==> src/rtl/seg_scan_mux_if.sv <==
// Display-side bundle for seg_scan_mux: BCD/control in from the converter, anode/cathode drive out.
interface seg_scan_mux_if #(
  parameter int NUM_DIGITS = 4,
  parameter int BRIGHT_W   = 4
);
  logic [4*NUM_DIGITS-1:0] BCD;
  logic [NUM_DIGITS-1:0]   dp;
  logic                    blank_lz;
  logic [BRIGHT_W-1:0]     brightness;
  logic [NUM_DIGITS-1:0]   digits;
  logic [6:0]              segments;
  logic                    dp_n;
  logic                    scan_tick;

  modport master (
    output BCD, dp, blank_lz, brightness,
    input  digits, segments, dp_n, scan_tick
  );

  modport slave (
    input  BCD, dp, blank_lz, brightness,
    output digits, segments, dp_n, scan_tick
  );
endinterface

==> src/rtl/seg_scan_mux.sv <==
// Multiplexed common-anode 7-segment scanner: MSD-first scan, per-frame snapshot,
// leading-zero blanking, decimal points and PWM brightness. All outputs registered.
module seg_lane #(
  parameter bit NEVER_BLANK = 1'b0
) (
  input  logic [3:0] nib,
  input  logic       zero_above,
  output logic [6:0] glyph,
  output logic       lz
);
  assign lz = zero_above && (nib == 4'd0) && !NEVER_BLANK;

  // Active-low {g,f,e,d,c,b,a}; non-BCD codes render as a dash
  always_comb begin
    glyph = 7'h3F;
    case (nib)
      4'd0: glyph = 7'h40;
      4'd1: glyph = 7'h79;
      4'd2: glyph = 7'h24;
      4'd3: glyph = 7'h30;
      4'd4: glyph = 7'h19;
      4'd5: glyph = 7'h12;
      4'd6: glyph = 7'h02;
      4'd7: glyph = 7'h78;
      4'd8: glyph = 7'h00;
      4'd9: glyph = 7'h10;
      default: glyph = 7'h3F;
    endcase
  end
endmodule

module seg_scan_mux #(
  parameter int NUM_DIGITS = 4,
  parameter int PRESCALE_W = 17,
  parameter int BRIGHT_W   = 4
) (
  input  logic          CLK,
  input  logic          reset,
  seg_scan_mux_if.slave bus
);
  localparam int IDX_W = (NUM_DIGITS > 1) ? $clog2(NUM_DIGITS) : 1;
  localparam logic [IDX_W-1:0] LAST = IDX_W'(NUM_DIGITS - 1);

  logic [PRESCALE_W-1:0]          cnt;
  logic [IDX_W-1:0]               idx;
  logic [NUM_DIGITS-1:0][3:0]     sh_bcd;
  logic [NUM_DIGITS-1:0]          sh_dp;
  logic                           sh_blz;

  logic [NUM_DIGITS-1:0][6:0]     glyph;
  logic [NUM_DIGITS-1:0]          lz;
  logic [NUM_DIGITS-1:0]          za;

  logic [NUM_DIGITS-1:0]          dig_q;
  logic [6:0]                     seg_q;
  logic                           dpn_q;
  logic                           tick_q;

  // Each lane sees whether every more-significant shadow nibble is zero
  for (genvar j = 0; j < NUM_DIGITS; j++) begin : g_lane
    if (j == NUM_DIGITS - 1) begin : g_top
      assign za[j] = 1'b1;
    end else begin : g_rest
      assign za[j] = ~|sh_bcd[NUM_DIGITS-1:j+1];
    end
    seg_lane #(.NEVER_BLANK(j == 0)) u_lane (
      .nib        (sh_bcd[j]),
      .zero_above (za[j]),
      .glyph      (glyph[j]),
      .lz         (lz[j])
    );
  end

  logic                cnt_max, last_slot, lit;
  logic [IDX_W-1:0]    cur_j;
  logic [BRIGHT_W-1:0] phase;

  assign cnt_max   = &cnt;
  assign last_slot = (idx == LAST);
  assign cur_j     = LAST - idx;
  assign phase     = cnt[PRESCALE_W-1 -: BRIGHT_W];
  // All-ones brightness bypasses the compare so the digit never goes dark
  assign lit       = !(sh_blz && lz[cur_j]) &&
                     ((&bus.brightness) || (phase < bus.brightness));

  always_ff @(posedge CLK) begin
    if (reset) begin
      cnt    <= '0;
      idx    <= '0;
      sh_bcd <= '0;
      sh_dp  <= '0;
      sh_blz <= 1'b0;
      dig_q  <= '1;
      seg_q  <= 7'h7F;
      dpn_q  <= 1'b1;
      tick_q <= 1'b0;
    end else begin
      cnt    <= cnt + 1'b1;
      tick_q <= cnt_max;
      if (cnt_max) idx <= last_slot ? '0 : idx + 1'b1;
      if (cnt_max && last_slot) begin
        sh_bcd <= bus.BCD;
        sh_dp  <= bus.dp;
        sh_blz <= bus.blank_lz;
      end
      if (lit) begin
        dig_q <= ~(NUM_DIGITS'(1) << cur_j);
        seg_q <= glyph[cur_j];
        dpn_q <= ~sh_dp[cur_j];
      end else begin
        dig_q <= '1;
        seg_q <= 7'h7F;
        dpn_q <= 1'b1;
      end
    end
  end

  assign bus.digits    = dig_q;
  assign bus.segments  = seg_q;
  assign bus.dp_n      = dpn_q;
  assign bus.scan_tick = tick_q;
endmodule

==> src/flat_wrapper.sv <==
// flat-port wrapper written by rule: the top's interface ports become plain ports
module seg_scan_mux_flat 
#(
  parameter int NUM_DIGITS = 4,
  parameter int PRESCALE_W = 17,
  parameter int BRIGHT_W   = 4
)
  (CLK, reset, bus_BCD, bus_dp, bus_blank_lz, bus_brightness, bus_digits, bus_segments, bus_dp_n, bus_scan_tick);
  seg_scan_mux_if #(.NUM_DIGITS(NUM_DIGITS), .BRIGHT_W(BRIGHT_W)) bus_i ();
  input  logic CLK;
  input  logic reset;
  input wire logic [$bits(bus_i.BCD)-1:0] bus_BCD;
  input wire logic [$bits(bus_i.dp)-1:0] bus_dp;
  input wire logic [$bits(bus_i.blank_lz)-1:0] bus_blank_lz;
  input wire logic [$bits(bus_i.brightness)-1:0] bus_brightness;
  output wire logic [$bits(bus_i.digits)-1:0] bus_digits;
  output wire logic [$bits(bus_i.segments)-1:0] bus_segments;
  output wire logic [$bits(bus_i.dp_n)-1:0] bus_dp_n;
  output wire logic [$bits(bus_i.scan_tick)-1:0] bus_scan_tick;
  assign bus_i.BCD = bus_BCD;
  assign bus_i.dp = bus_dp;
  assign bus_i.blank_lz = bus_blank_lz;
  assign bus_i.brightness = bus_brightness;
  assign bus_digits = bus_i.digits;
  assign bus_segments = bus_i.segments;
  assign bus_dp_n = bus_i.dp_n;
  assign bus_scan_tick = bus_i.scan_tick;
  seg_scan_mux #(.NUM_DIGITS(NUM_DIGITS), .PRESCALE_W(PRESCALE_W), .BRIGHT_W(BRIGHT_W)) u_core (.CLK(CLK), .reset(reset), .bus(bus_i));
endmodule
==> config.mk <==
export PLATFORM = sky130hd
export DESIGN_NAME = seg_scan_mux_flat
export DESIGN_NICKNAME = d
export VERILOG_FILES = /design/src/rtl/seg_scan_mux_if.sv /design/src/rtl/seg_scan_mux.sv /design/src/flat_wrapper.sv
export SDC_FILE = /design/constraint.sdc
export NUM_CORES = 1
export LEC_CHECK = 0
export BUFFER_PORTS_ARGS = -buffer_cell sky130_fd_sc_hd__buf_2
export CAP_MARGIN = 20
export CORE_UTILIZATION = 59
export CTS_BUF_LIST = sky130_fd_sc_hd__clkbuf_4
export DETAILED_ROUTE_END_ITERATION = 8
export GPL_TIMING_DRIVEN = 0
export PLACE_DENSITY = 0.84
export REMOVE_ABC_BUFFERS = 1
export SYNTH_ARGS = -nofsm -noshare
export SYNTH_HDL_FRONTEND = slang
export SYNTH_HIERARCHICAL = 1
export SYNTH_SLANG_ARGS = --single-unit
==> constraint.sdc <==
create_clock -name CLK -period 2.6 [get_ports CLK]
set_clock_uncertainty 0.2 [all_clocks]
set_input_delay 0.39 -clock CLK [delete_from_list [all_inputs] [get_ports CLK]]
set_output_delay 0.39 -clock CLK [all_outputs]
set_load 0.05 [all_outputs]
==> out/qor.csv, run 1 <==
metric,value,unit
remaining antenna violation count,0,
Max Transition Viols Final,0,
CTS Buffer Depth,2,
Slew headroom,0.488,
die height,75.8,µm
metal2 WL,3.12,mm
worst hold path class,in2reg,
global-route wire length before repair,9.82,mm
R2R setup slack,0.11,ns
Via density,5.40,
Max IR drop VDD,0.205,mV
Non-Filler Instances,471,
H-tree Lvls,2,
wire length on met3,200,µm
Layout area overhead,7.06,%
drt pass-1 iters,4,
Post-Syn Instances,374,
TritonCTS clock tree,yes,
vias in the first global route,2220,
final core utilization,0.664,
postcts setup bufs,0,
# diodes,0,
Sum Neg Setup Slack,0,ns
design area,0.00344,mm²
root buf cell,clkbuf_4,
hold depth,3,
# IOs,40,
reg-to-reg endpoint,u_core/sh_bcd[14],
Final min period,2.49,ns
Remaining DRCs,0,
Rows,26,
area post-placement,0.00335,mm²
hold worst-path end,u_core/sh_bcd[4],
CTS Sinks,53,
Worst Tran Pin Value,0.766,ns
maxcap violations,0,
Post-CTS Hold Buffers,0,
Final Wtd Congestion,0.919,
status,completed,
Detailed Place HPWL,4.45,mm
Post-Route WL,6.33,mm
Initial Util,0.620,
top sig layer,met4,
layout cells sized above 1,0.177,
Final #Nets,456,
Chip Width,75.8,µm
FF-to-FF Start,u_core/cnt[0],
FF-to-FF path depth,8,
Setup CP Type,reg2reg,
synthesized area,0.00321,mm²
"Reg clk slew, reported paths",0.17,ns
routed vias,2543,
initial drt markers,143,
Mean Syn Cell Area,8.58,µm²
Die ar.,0.00574,mm²
initial antenna violation count,0,
Final Hold Vio Count,0,
hold_ws,0.0165,ns
cts bufs inserted,5,
latest clock arrival within the worst-skew pair,0.38,ns
Yosys warning total,6,
placed insts,462,
period utilisation layout,0.956,
max frequency,402,MHz
core box area,0.00517,mm²
Hold Path Origin,bus_BCD[4],
GR Util All Layers,0.228,
Lkg Pwr,1.38,nW
gr ovfl total,0,
crit path capture type,flip-flop,
Critical Path AT,2.60,ns
worst path required time,2.71,ns
CP Max Fanout,10,
# port buffers,39,
post-DR wirelength/cell,13.4,µm
crit path launch type,flip-flop,
M1 wire length,2.95,mm
power per cell area,377,mW/mm²
RSZ-0062 raised after global routing,no,
final setup vio count,0,
largest net degree at the start of global routing,43,
-- what timing repair did --
item | CTS | global route
endpoints found under the hold margin | 0 | 0
setup endpoints to repair | 21 | 20
cloned | 0 | 1
pin swaps | 1 | 1
resized for setup | 5 | 1
-- cells in the final DEF (no fill, tap or decap), drive strengths merged --
master     n
clkbuf     5
o31ai      4
nand4      6
nor2b      7
nor2      25
o21ai      7
xor2       1
nor4bb     1
o221a      1
or2b       4
or3        2
ha        29
and3       1
a21o       4
nor4       6
a22oi      6
mux2i      7
nor3       6
xnor2     11
a21oi     33
and3b      5
nor3b      5
mux2       1
mux4       8
inv       25
clkinv     1
nand3      4
nand2b    12
and2       3
clkinvlp   1
conb       2
nand2     58
buf       39
and2b      7
a31oi      6
or2        4
a211o      1
dfxtp     53
-- worst max path at each step --
stage / to / from
6_report: u_core/sh_bcd[14] / u_core/cnt[0]
5_1_grt: u_core/sh_bcd[14] / u_core/cnt[0]
4_1_cts: u_core/sh_bcd[11] / u_core/cnt[0]
3_5_place_dp: u_core/sh_bcd[11] / u_core/cnt[0]
3_3_place_gp: u_core/sh_bcd[10] / u_core/cnt[0]
2_1_floorplan: u_core/sh_bcd[0] / u_core/cnt[0]
-- routing by layer --
metal | up-vias | track usage
met5 | - | 0
met4 | 0 | 0.0576
met3 | 6 | 0.0542
met2 | 40 | 0.390
met1 | 1188 | 0.287
li1 | 1309 | -
-- area by class of cell --
type                            instances  area [µm²]
Clock buffer                            5        37.5
Clock inverter                          3        21.3
Fill cell                             432        1740
Inverter                               24        90.1
Multi-Input combinational cell        277        1940
Sequential cell                        53        1060
Tap cell                               70        87.6
Timing Repair Buffer                   39         195
-- sequential cells by signal (all words and copies together), names as in the netlist --
signal,cells
u_core/sh_dp,4
u_core/sh_blz,1
u_core/bus.segments,7
u_core/sh_bcd,16
u_core/idx,2
u_core/bus.dp_n,1
u_core/bus.scan_tick,1
u_core/bus.digits,4
u_core/cnt,17
-- metrics by stage --
| step | total power, mW | worst slack, ns |
|---|---|---|
| after floorplan | 0.889 | 0.233 |
| after global placement | 0.928 | -0.302 |
| after detailed placement | 0.929 | -0.380 |
| after CTS | 1.31 | 0.0521 |
| after global routing | 1.35 | 0.0258 |
| final | 1.30 | 0.113 |
-- where the power goes --
group / internal, mW / switching [mW]
clock: 0.108 / 0.277
combinational: 0.0278 / 0.0545
sequential: 0.824 / 0.00516
-- critical path, stage by stage (launching register included) --
cell and delay (ns):
dfxtp_1 0.41, ha_1 0.23, nand4_1 0.13, nor4_2 0.35, and3_1 0.24, ha_2 0.29
and2_2 0.35, nand2_1 0.10, a21oi_1 0.12
Power figures use the tool's default switching activity.
==> run 2, diff against run 1 <==
- CORE_UTILIZATION: 59 -> 57
- CTS_BUF_LIST: sky130_fd_sc_hd__clkbuf_4 -> default
- PLACE_DENSITY: 0.84 -> 0.82
==> run 2 against run 1 <==
Compared with the run above:
- flip-flop and latch count stayed put
- sequential share of layout area is 0.65 points lower
- maximum frequency is 6.3% higher
- critical path type unchanged
- cell area is 2.1% higher
- clock-buffer cell count stayed put
- largest cell class unchanged
==> out/qor.csv, run 2 (synthesis gave the netlist of run 1 again) <==
metric,value,unit
status,completed,
"Reg clk slew, reported paths",0.10,ns
R2R setup slack,0.26,ns
Top reg by flops,u_core/cnt,
Max IR drop VDD,0.239,mV
drt pass-1 iters,4,
worst path required time,2.63,ns
hold_ws,0.101,ns
# diodes,0,
Pwr Total,1.48,mW
TritonCTS clock tree,yes,
Setup CP Type,reg2reg,
# port buffers,39,
Remaining DRCs,0,
remaining antenna violation count,0,
period utilisation layout,0.900,
largest net degree at the start of global routing,43,
Rows,26,
CTS Buffer Depth,2,
post-DR wirelength/cell,13.9,µm
Via density,5.47,
gr ovfl total,0,
crit path capture type,flip-flop,
routed vias,2575,
CP Max Fanout,11,
vias in the first global route,2323,
global-route wire length before repair,10.4,mm
Chip Width,77.0,µm
Post-CTS Hold Buffers,0,
most frequent cells in the layout,"nand2_1, dfxtp_1, buf_2, a21oi_1, ha_1",
Layout area overhead,9.36,%
hold worst-path end,u_core/sh_bcd[9],
cts bufs inserted,5,
max frequency,428,MHz
crit path launch type,flip-flop,
core box area,0.00527,mm²
Final min period,2.34,ns
"commonest non-fill, non-tap cell in the layout",nand2_1,
Hold Path Origin,bus_BCD[9],
layout cells sized above 1,0.177,
H-tree Lvls,2,
RSZ-0062 raised after global routing,no,
worst hold path class,in2reg,
hold depth,3,
Critical Path AT,2.37,ns
Worst Tran Pin Value,0.781,ns
CTS Sinks,53,
initial drt markers,168,
Die ar.,0.00593,mm²
Final Wtd Congestion,0.904,
Detailed Place HPWL,4.40,mm
reg-to-reg endpoint,u_core/sh_bcd[13],
Post-Route WL,6.56,mm
power per cell area,421,mW/mm²
initial antenna violation count,0,
Slew headroom,0.479,
Lkg Pwr,1.42,nW
die height,77.0,µm
Max Transition Viols Final,0,
Final Hold Vio Count,0,
max FFs per register,17,
FF-to-FF path depth,8,
final setup vio count,0,
Initial Util,0.609,
# IOs,40,
FF-to-FF Start,u_core/cnt[0],
Final #Nets,456,
maxcap violations,0,
GR Util All Layers,0.223,
root buf cell,clkbuf_8,
latest clock arrival within the worst-skew pair,0.31,ns
-- run 2: cell types whose count changed in the layout (fill, tap and decap cells not counted) --
cell,previous run,this run
ha_2,1,0
clkinvlp_4,1,0
and2_4,1,2
nor4_2,2,1
clkbuf_4,5,0
ha_4,0,1
clkbuf_8,0,5
nor4_4,0,1
bufinv_16,0,1
and2_2,1,0
-- run 2: what timing repair did --
action,in CTS,in global routing
cloned,0,1
setup endpoints to repair,21,21
hold endpoints to repair,0,0
gates resized for setup,4,5
buffers inserted,0,0
pin swaps,0,1
-- run 2: stage by stage --
stage | setup TNS [ns] | utilization | cells | instance area (µm²) | setup slack, ns
5_1_grt | 0 | 0.666 | 471 | 3510 | 0.0533
3_3_place_gp | -4.92 | 0.636 | 462 | 3350 | -0.260
4_1_cts | 0 | 0.659 | 470 | 3470 | 0.0848
3_5_place_dp | -6.20 | 0.636 | 462 | 3350 | -0.317
6_report | 0 | 0.666 | 471 | 3510 | 0.261
2_1_floorplan | 0 | - | 353 | 3070 | 0.233
-- run 2: report_power, final --
group	switching (mW)	total (mW)	leakage, nW	internal [mW]
clock	0.280	0.569	0.0585	0.289
sequential	0.00544	0.828	0.430	0.822
combinational	0.0542	0.0821	0.935	0.0278
total	0.340	1.48	1.42	1.14
-- run 2: layout make-up --
cell class              instances  area, µm²
fillers                       461       1760
well taps                      70       87.6
inverters                      24       90.1
clock inverters                 3       43.8
repair buffers                 39        195
clock buffers                   5       68.8
multi-input cells             277       1960
flip-flops and latches         53       1060
-- run 2: worst max-delay path, stage by stage, from the launching register on --
cell and delay [ns]:
dfxtp_1 0.38, ha_1 0.23, nand4_1 0.17, nor4_4 0.33
and3_1 0.26, ha_4 0.22, and2_4 0.26, nand2_1 0.08
a21oi_1 0.13
-- run 2: how the worst max path moves through the flow --
stage                       start                 to  slack (ns)
detailed placement  u_core/cnt[0]  u_core/sh_bcd[13]       -0.32
global placement    u_core/cnt[0]  u_core/sh_bcd[14]       -0.26
floorplan           u_core/cnt[0]   u_core/sh_bcd[0]        0.23
finish              u_core/cnt[0]  u_core/sh_bcd[13]        0.26
CTS                 u_core/cnt[0]  u_core/sh_bcd[14]        0.08
global route        u_core/cnt[0]    u_core/sh_dp[3]        0.05
-- run 2: routing by layer --
metal / part of all wire / track usage / vias up
met3: 0.042 / 0.0536 / 15
met1: 0.47 / 0.279 / 1195
li1: - / - / 1314
met5: 0 / 0 / -
met4: 0.023 / 0.0906 / 0
met2: 0.47 / 0.369 / 51
